$ cat src/rtl/opb_master_single.sv
// OPB single-beat initiator: each accepted user command becomes one arbitrated OPB
// transfer (with retry, errAck and watchdog handling) and produces exactly one response.
module opb_master_single #(
  parameter int C_OPB_AWIDTH     = 32,
  parameter int C_OPB_DWIDTH     = 32,
  parameter int C_TIMEOUT_CYCLES = 16,
  parameter int C_MAX_RETRY      = 4
) (
  input  logic                        OPB_Clk,
  input  logic                        OPB_Rst,
  output logic                        M_request,
  output logic                        M_select,
  output logic                        M_RNW,
  output logic [0:C_OPB_AWIDTH-1]     M_ABus,
  output logic [0:C_OPB_DWIDTH/8-1]   M_BE,
  output logic [0:C_OPB_DWIDTH-1]     M_DBus,
  output logic                        M_busLock,
  output logic                        M_seqAddr,
  input  logic                        OPB_MGrant,
  input  logic                        OPB_xferAck,
  input  logic                        OPB_errAck,
  input  logic                        OPB_retry,
  input  logic                        OPB_toutSup,
  input  logic                        OPB_timeout,
  input  logic [0:C_OPB_DWIDTH-1]     OPB_DBus,
  input  logic                        cmd_valid,
  output logic                        cmd_ready,
  input  logic                        cmd_rnw,
  input  logic [C_OPB_AWIDTH-1:0]     cmd_addr,
  input  logic [C_OPB_DWIDTH-1:0]     cmd_wdata,
  input  logic [C_OPB_DWIDTH/8-1:0]   cmd_be,
  output logic                        rsp_valid,
  output logic [C_OPB_DWIDTH-1:0]     rsp_rdata,
  output logic [1:0]                  rsp_status
);

  localparam int BEW = C_OPB_DWIDTH / 8;
  localparam int WDW = $clog2(C_TIMEOUT_CYCLES + 1);
  localparam int RCW = $clog2(C_MAX_RETRY + 1);
  localparam logic [WDW-1:0] WD_LAST = WDW'(C_TIMEOUT_CYCLES - 1);
  localparam logic [RCW-1:0] RC_LAST = RCW'(C_MAX_RETRY - 1);

  typedef enum logic [1:0] {IDLE, REQ, XFER, RESP} state_t;

  state_t                  state;
  logic                    lat_rnw;
  logic [C_OPB_AWIDTH-1:0] lat_addr;
  logic [C_OPB_DWIDTH-1:0] lat_wdata;
  logic [BEW-1:0]          lat_be;
  logic [WDW-1:0]          wd_cnt;
  logic [RCW-1:0]          retry_cnt;

  logic                    done;
  logic                    retry_again;
  logic [1:0]              done_status;
  logic [C_OPB_DWIDTH-1:0] done_rdata;

  assign M_busLock = 1'b0;
  assign M_seqAddr = 1'b0;

  // Outcome of the current XFER cycle, resolved in priority order.
  always_comb begin
    done        = 1'b0;
    retry_again = 1'b0;
    done_status = 2'b00;
    done_rdata  = '0;
    if (state == XFER) begin
      if (OPB_xferAck && OPB_errAck) begin
        done        = 1'b1;
        done_status = 2'b01;
      end else if (OPB_xferAck) begin
        done = 1'b1;
        if (lat_rnw) done_rdata = OPB_DBus;
      end else if (OPB_timeout || (!OPB_toutSup && wd_cnt == WD_LAST)) begin
        done        = 1'b1;
        done_status = 2'b10;
      end else if (OPB_retry) begin
        if (retry_cnt == RC_LAST) begin
          done        = 1'b1;
          done_status = 2'b11;
        end else begin
          retry_again = 1'b1;
        end
      end
    end
  end

  always_ff @(posedge OPB_Clk) begin
    if (OPB_Rst) begin
      state      <= IDLE;
      cmd_ready  <= 1'b1;
      M_request  <= 1'b0;
      M_select   <= 1'b0;
      M_RNW      <= 1'b0;
      M_ABus     <= '0;
      M_BE       <= '0;
      M_DBus     <= '0;
      rsp_valid  <= 1'b0;
      rsp_rdata  <= '0;
      rsp_status <= 2'b00;
      lat_rnw    <= 1'b0;
      lat_addr   <= '0;
      lat_wdata  <= '0;
      lat_be     <= '0;
      wd_cnt     <= '0;
      retry_cnt  <= '0;
    end else begin
      rsp_valid <= 1'b0;
      case (state)
        IDLE: begin
          if (cmd_valid) begin
            lat_rnw   <= cmd_rnw;
            lat_addr  <= cmd_addr;
            lat_wdata <= cmd_wdata;
            lat_be    <= cmd_be;
            cmd_ready <= 1'b0;
            M_request <= 1'b1;
            state     <= REQ;
          end
        end
        REQ: begin
          if (OPB_MGrant) begin
            M_request <= 1'b0;
            M_select  <= 1'b1;
            M_RNW     <= lat_rnw;
            M_ABus    <= lat_addr;
            M_BE      <= lat_be;
            M_DBus    <= lat_rnw ? '0 : lat_wdata;
            wd_cnt    <= '0;
            state     <= XFER;
          end
        end
        XFER: begin
          // Shared bus lines must return to 0 the moment select drops.
          if (done || retry_again) begin
            M_select <= 1'b0;
            M_RNW    <= 1'b0;
            M_ABus   <= '0;
            M_BE     <= '0;
            M_DBus   <= '0;
            if (done) begin
              rsp_valid  <= 1'b1;
              rsp_status <= done_status;
              rsp_rdata  <= done_rdata;
              state      <= RESP;
            end else begin
              retry_cnt <= retry_cnt + 1'b1;
              M_request <= 1'b1;
              state     <= REQ;
            end
          end else if (!OPB_toutSup) begin
            wd_cnt <= wd_cnt + 1'b1;
          end
        end
        RESP: begin
          retry_cnt <= '0;
          cmd_ready <= 1'b1;
          state     <= IDLE;
        end
        default: state <= IDLE;
      endcase
    end
  end

endmodule

$ cat config.mk
export PLATFORM = sky130hd
export DESIGN_NAME = opb_master_single
export DESIGN_NICKNAME = d
export VERILOG_FILES = /design/src/rtl/opb_master_single.sv
export SDC_FILE = /design/constraint.sdc
export NUM_CORES = 1
export LEC_CHECK = 0
export ABC_AREA = 1
export CORE_UTILIZATION = 45
export DETAILED_ROUTE_END_ITERATION = 10
export PLACE_DENSITY = 0.75
export SETUP_SLACK_MARGIN = 0.5
export SYNTH_ARGS = -nofsm -noshare
export SYNTH_HDL_FRONTEND = slang
export SYNTH_SLANG_ARGS = --single-unit
$ cat constraint.sdc
create_clock -name OPB_Clk -period 2.05 [get_ports OPB_Clk]
set_input_delay 0.3075 -clock OPB_Clk [delete_from_list [all_inputs] [get_ports OPB_Clk]]
set_output_delay 0.3075 -clock OPB_Clk [all_outputs]
set_load 0.05 [all_outputs]
==> results.txt <==
Status: finished clean
Clock-pin slew on the worst setup and hold paths: 0.06 ns
H-tree levels: 4
RSZ-0062 raised after global routing: true
Register area share after synthesis: 54.04%
Num CTS Buffers: 17
Worst reg2reg startpoint: wd_cnt[1]$_SDFFE_PP0P_
Max incr delay on CP: 0.36 ns
Nets: 1222
Synth Register Bits: 186
DRT Wirelength: 21580 um
Pins Over Slew Limit: 0
P per Cell Area: 845.9 nW/um^2
First-pass GRT wire length: 31830 um
Synthesized netlist cell count: 874
Die height: 125.7 um
Initial antenna violation count: 0
FF-to-FF End: M_DBus[31]$_SDFFE_PP0P_
CP Launch Type: register
CTS tree: done
I/O Pins: 219
Layout Skew: 0.007931 ns
Port buffer count: 216
FMAX: 0.5120 GHz
Die Width: 125.7 um
Mean Syn Cell Area: 7.884 um^2
Net Sw Frac: 28.19%
Clock Power Share: 36.0%
Reg power frac: 43.1%
DRT Pass-1 Iters: 5
Net Sw Power: 2.596 mW
Cell Area, Synth: 6890 um^2
Final Critical Period: 1.953 ns
Share of cells above drive strength 1: 27.23%
RePlAce Congestion: 0.8225
Placed cell count: 1232
Setup ws final: 0.09704 ns
Core Rows: 44
Vias in the first global route: 6311
Worst Path Required: 2.40 ns
CP Cell Sequence: ha_4, nand2_2, nor2_2, ha_2, nand2_4, nand4_1, nand3_4, nand2_8, clkbuf_16, nand2_1, a21oi_2
Period Utilization, post-route: 95.27%
Hold Buf Count CTS: 0
DR DRC count: 0
Top Family by Delay on Critical Path: simple AND/OR/NAND/NOR gates
DR vias: 6796
Worst skew pair latency: 0.42 ns
Crit. End Element: register
Die ar.: 15810 um^2
Synth unique cells: 28
Antenna Cells: 0
Final ANT Viol Nets: 0
R2R cell count: 11
Routed len/inst: 16.55 um
Max stage delay cell, worst path: dfxtp_2
Core area: 14750 um^2
Final setup vio count: 0
Max_cap viols: 0
Area Growth Syn to Fin: 58.04%
Leakage Power: 4.146 nW
Yosys warnings: 0
TNS Setup: 0 ns
Rel. slew slack: 61.63%
Setup crit start: wd_cnt[1]$_SDFFE_PP0P_
GRT Total Usage: 25.31%
Initial Utilization: 46.70%
Total gr overflow: 0
Flop2flop setup slack: 0.1 ns
Hold path startpoint: OPB_MGrant
Worst min-delay path class: input pin to register
Hold Path Stages: 4
VDD IR max: 0.6238 mV
Dpl hpwl: 11940 um
Critical path peak fanout: 8
Worst Hold Path EP: state[0]$_SDFFE_PP0P_
Arrival @ worst endpoint: 2.30 ns
CTS Sinks: 186
Largest net degree at the start of global routing: 64
Setup slack at placement: -0.0005174 ns
CTS max path bufs: 2
Final hold violations: 0
DR vias/cell: 5.212
CP bufs+invs: 1
CTS Root Cell: clkbuf_16
Worst slew pin tran: 0.5755 ns
Internal power: 6.615 mW
Fillers: 1085
Logic pwr share: 20.8%
1st-iter DRT viols: 502
CP Class: register to register
Post-Layout Cell Count: 1304
-- stage by stage --
step	instance area, um^2	hold slack (ns)	power [mW]	utilization (%)
after floorplan	6927	0.4388	4.956	-
after global routing	10890	0.3715	9.576	73.80
after detailed placement	9156	0.4391	5.456	62.06
after global placement	9156	0.4364	5.440	62.06
final	10890	0.3442	9.212	73.80
after CTS	10280	0.2988	8.916	69.70
-- power by group through the flow --
stage	logic [mW]	registers (mW)	clock network [mW]
2_1_floorplan	0.762	4.19	0
3_3_place_gp	1.40	4.04	0
3_5_place_dp	1.41	4.04	0
4_1_cts	1.59	3.96	3.37
5_1_grt	2.05	4.00	3.52
6_report	1.92	3.97	3.32
-- flip-flops by register name, indices dropped and copies added, names as in the netlist, 4 cells and up --
name and count:
M_ABus 32, lat_wdata 32, M_DBus 32, wd_cnt 5, lat_addr 32, M_BE 4
lat_be 4, rsp_rdata 32
-- cell type report --
class / instances / area [um^2] / share of cell area (%)
Clock buffer: 20 / 446.7 / 4.102
Clock inverter: 11 / 145.1 / 1.333
Inverter: 24 / 90.09 / 0.8273
Multi-Input combinational cell: 603 / 3178 / 29.19
Sequential cell: 186 / 3726 / 34.22
Tap cell: 184 / 230.2 / 2.114
Timing Repair Buffer: 276 / 3073 / 28.22
-- worst min-delay path, cell delays in order --
cell and delay, ns:
buf_2 0.12, inv_1 0.06, nand3_1 0.15, a21oi_1 0.08
-- what timing repair did --
| item | in CTS | in global routing |
|---|---|---|
| cloned | 6 | 10 |
| pin swaps | 19 | 44 |
| gates resized for setup | 359 | 76 |
| setup buffers | 12 | 13 |
| endpoints found under the setup margin | 222 | 117 |
-- cell usage after synthesis --
| cell type | n | area share (%) |
|---|---|---|
| xor2_1 | 1 | 0.13 |
| clkbuf_1 | 29 | 1.6 |
| inv_1 | 16 | 0.87 |
| nor2_1 | 150 | 8.2 |
| nand3_4 | 1 | 0.25 |
| nand2_4 | 1 | 0.16 |
| o21bai_1 | 1 | 0.11 |
| nand2_1 | 154 | 8.4 |
| buf_6 | 8 | 1.3 |
| nand4_1 | 4 | 0.36 |
| buf_4 | 10 | 1.1 |
| a21oi_1 | 84 | 6.1 |
| nor2_4 | 2 | 0.33 |
| dfxtp_1 | 186 | 54 |
| nor3b_1 | 1 | 0.11 |
| buf_1 | 4 | 0.22 |
| nand2_2 | 6 | 0.54 |
| buf_2 | 13 | 0.94 |
| nand4_2 | 1 | 0.18 |
| conb_1 | 1 | 0.054 |
| o21ai_0 | 72 | 5.2 |
| nand3_2 | 1 | 0.15 |
| or2_2 | 1 | 0.091 |
| inv_2 | 8 | 0.44 |
| nor2_2 | 2 | 0.18 |
| ha_1 | 4 | 0.73 |
| a22oi_1 | 1 | 0.11 |
| nand3_1 | 112 | 8.1 |
-- how the worst max path moves through the flow --
| stage | to | slack, ns | depth (start not counted) |
|---|---|---|---|
| after floorplan | M_ABus[10]$_SDFFE_PP0P_ | 0.39 | 11 |
| after global placement | rsp_rdata[12]$_SDFFE_PP0P_ | 0.08 | 7 |
| after detailed placement | rsp_rdata[2]$_SDFFE_PP0P_ | -0.0005 | 10 |
| after CTS | M_ABus[14]$_SDFFE_PP0P_ | 0.23 | 11 |
| after global routing | M_ABus[6]$_SDFFE_PP0P_ | 0.04 | 11 |
| final | M_DBus[31]$_SDFFE_PP0P_ | 0.1 | 11 |
-- cells by family after synthesis --
logic type / after synthesis / synth area share [%]
AOI/OAI and AO/OA: 158 / 11.55
xor gates and xnor gates: 1 / 0.1271
adders and majority gates: 4 / 0.7264
buffers and inverters: 88 / 6.446
DFF: 186 / 54.04
other: 1 / 0.05442
and+or+nand+nor: 436 / 27.06
-- layout by cell type (no fill, tap or decap), drive strengths merged, types with 4 or more instances in the layout --
cell type,n
buf,55
dfxtp,186
clkdlybuf4s50,107
nor2,155
clkbuf,28
clkdlybuf4s15,106
ha,4
nand2,162
o21ai,72
nand3,114
inv,26
nand4,5
a21oi,84
-- layer usage --
layer / up-vias / GRT usage [%] / wire (um)
li1: 3334 / - / -
met1: 3183 / 30.91 / 8778
met2: 247 / 43.63 / 11090
met3: 32 / 5.650 / 1259
met4: 0 / 9.426 / 449
met5: - / 0 / 0
(Power assumes the default switching activity.)
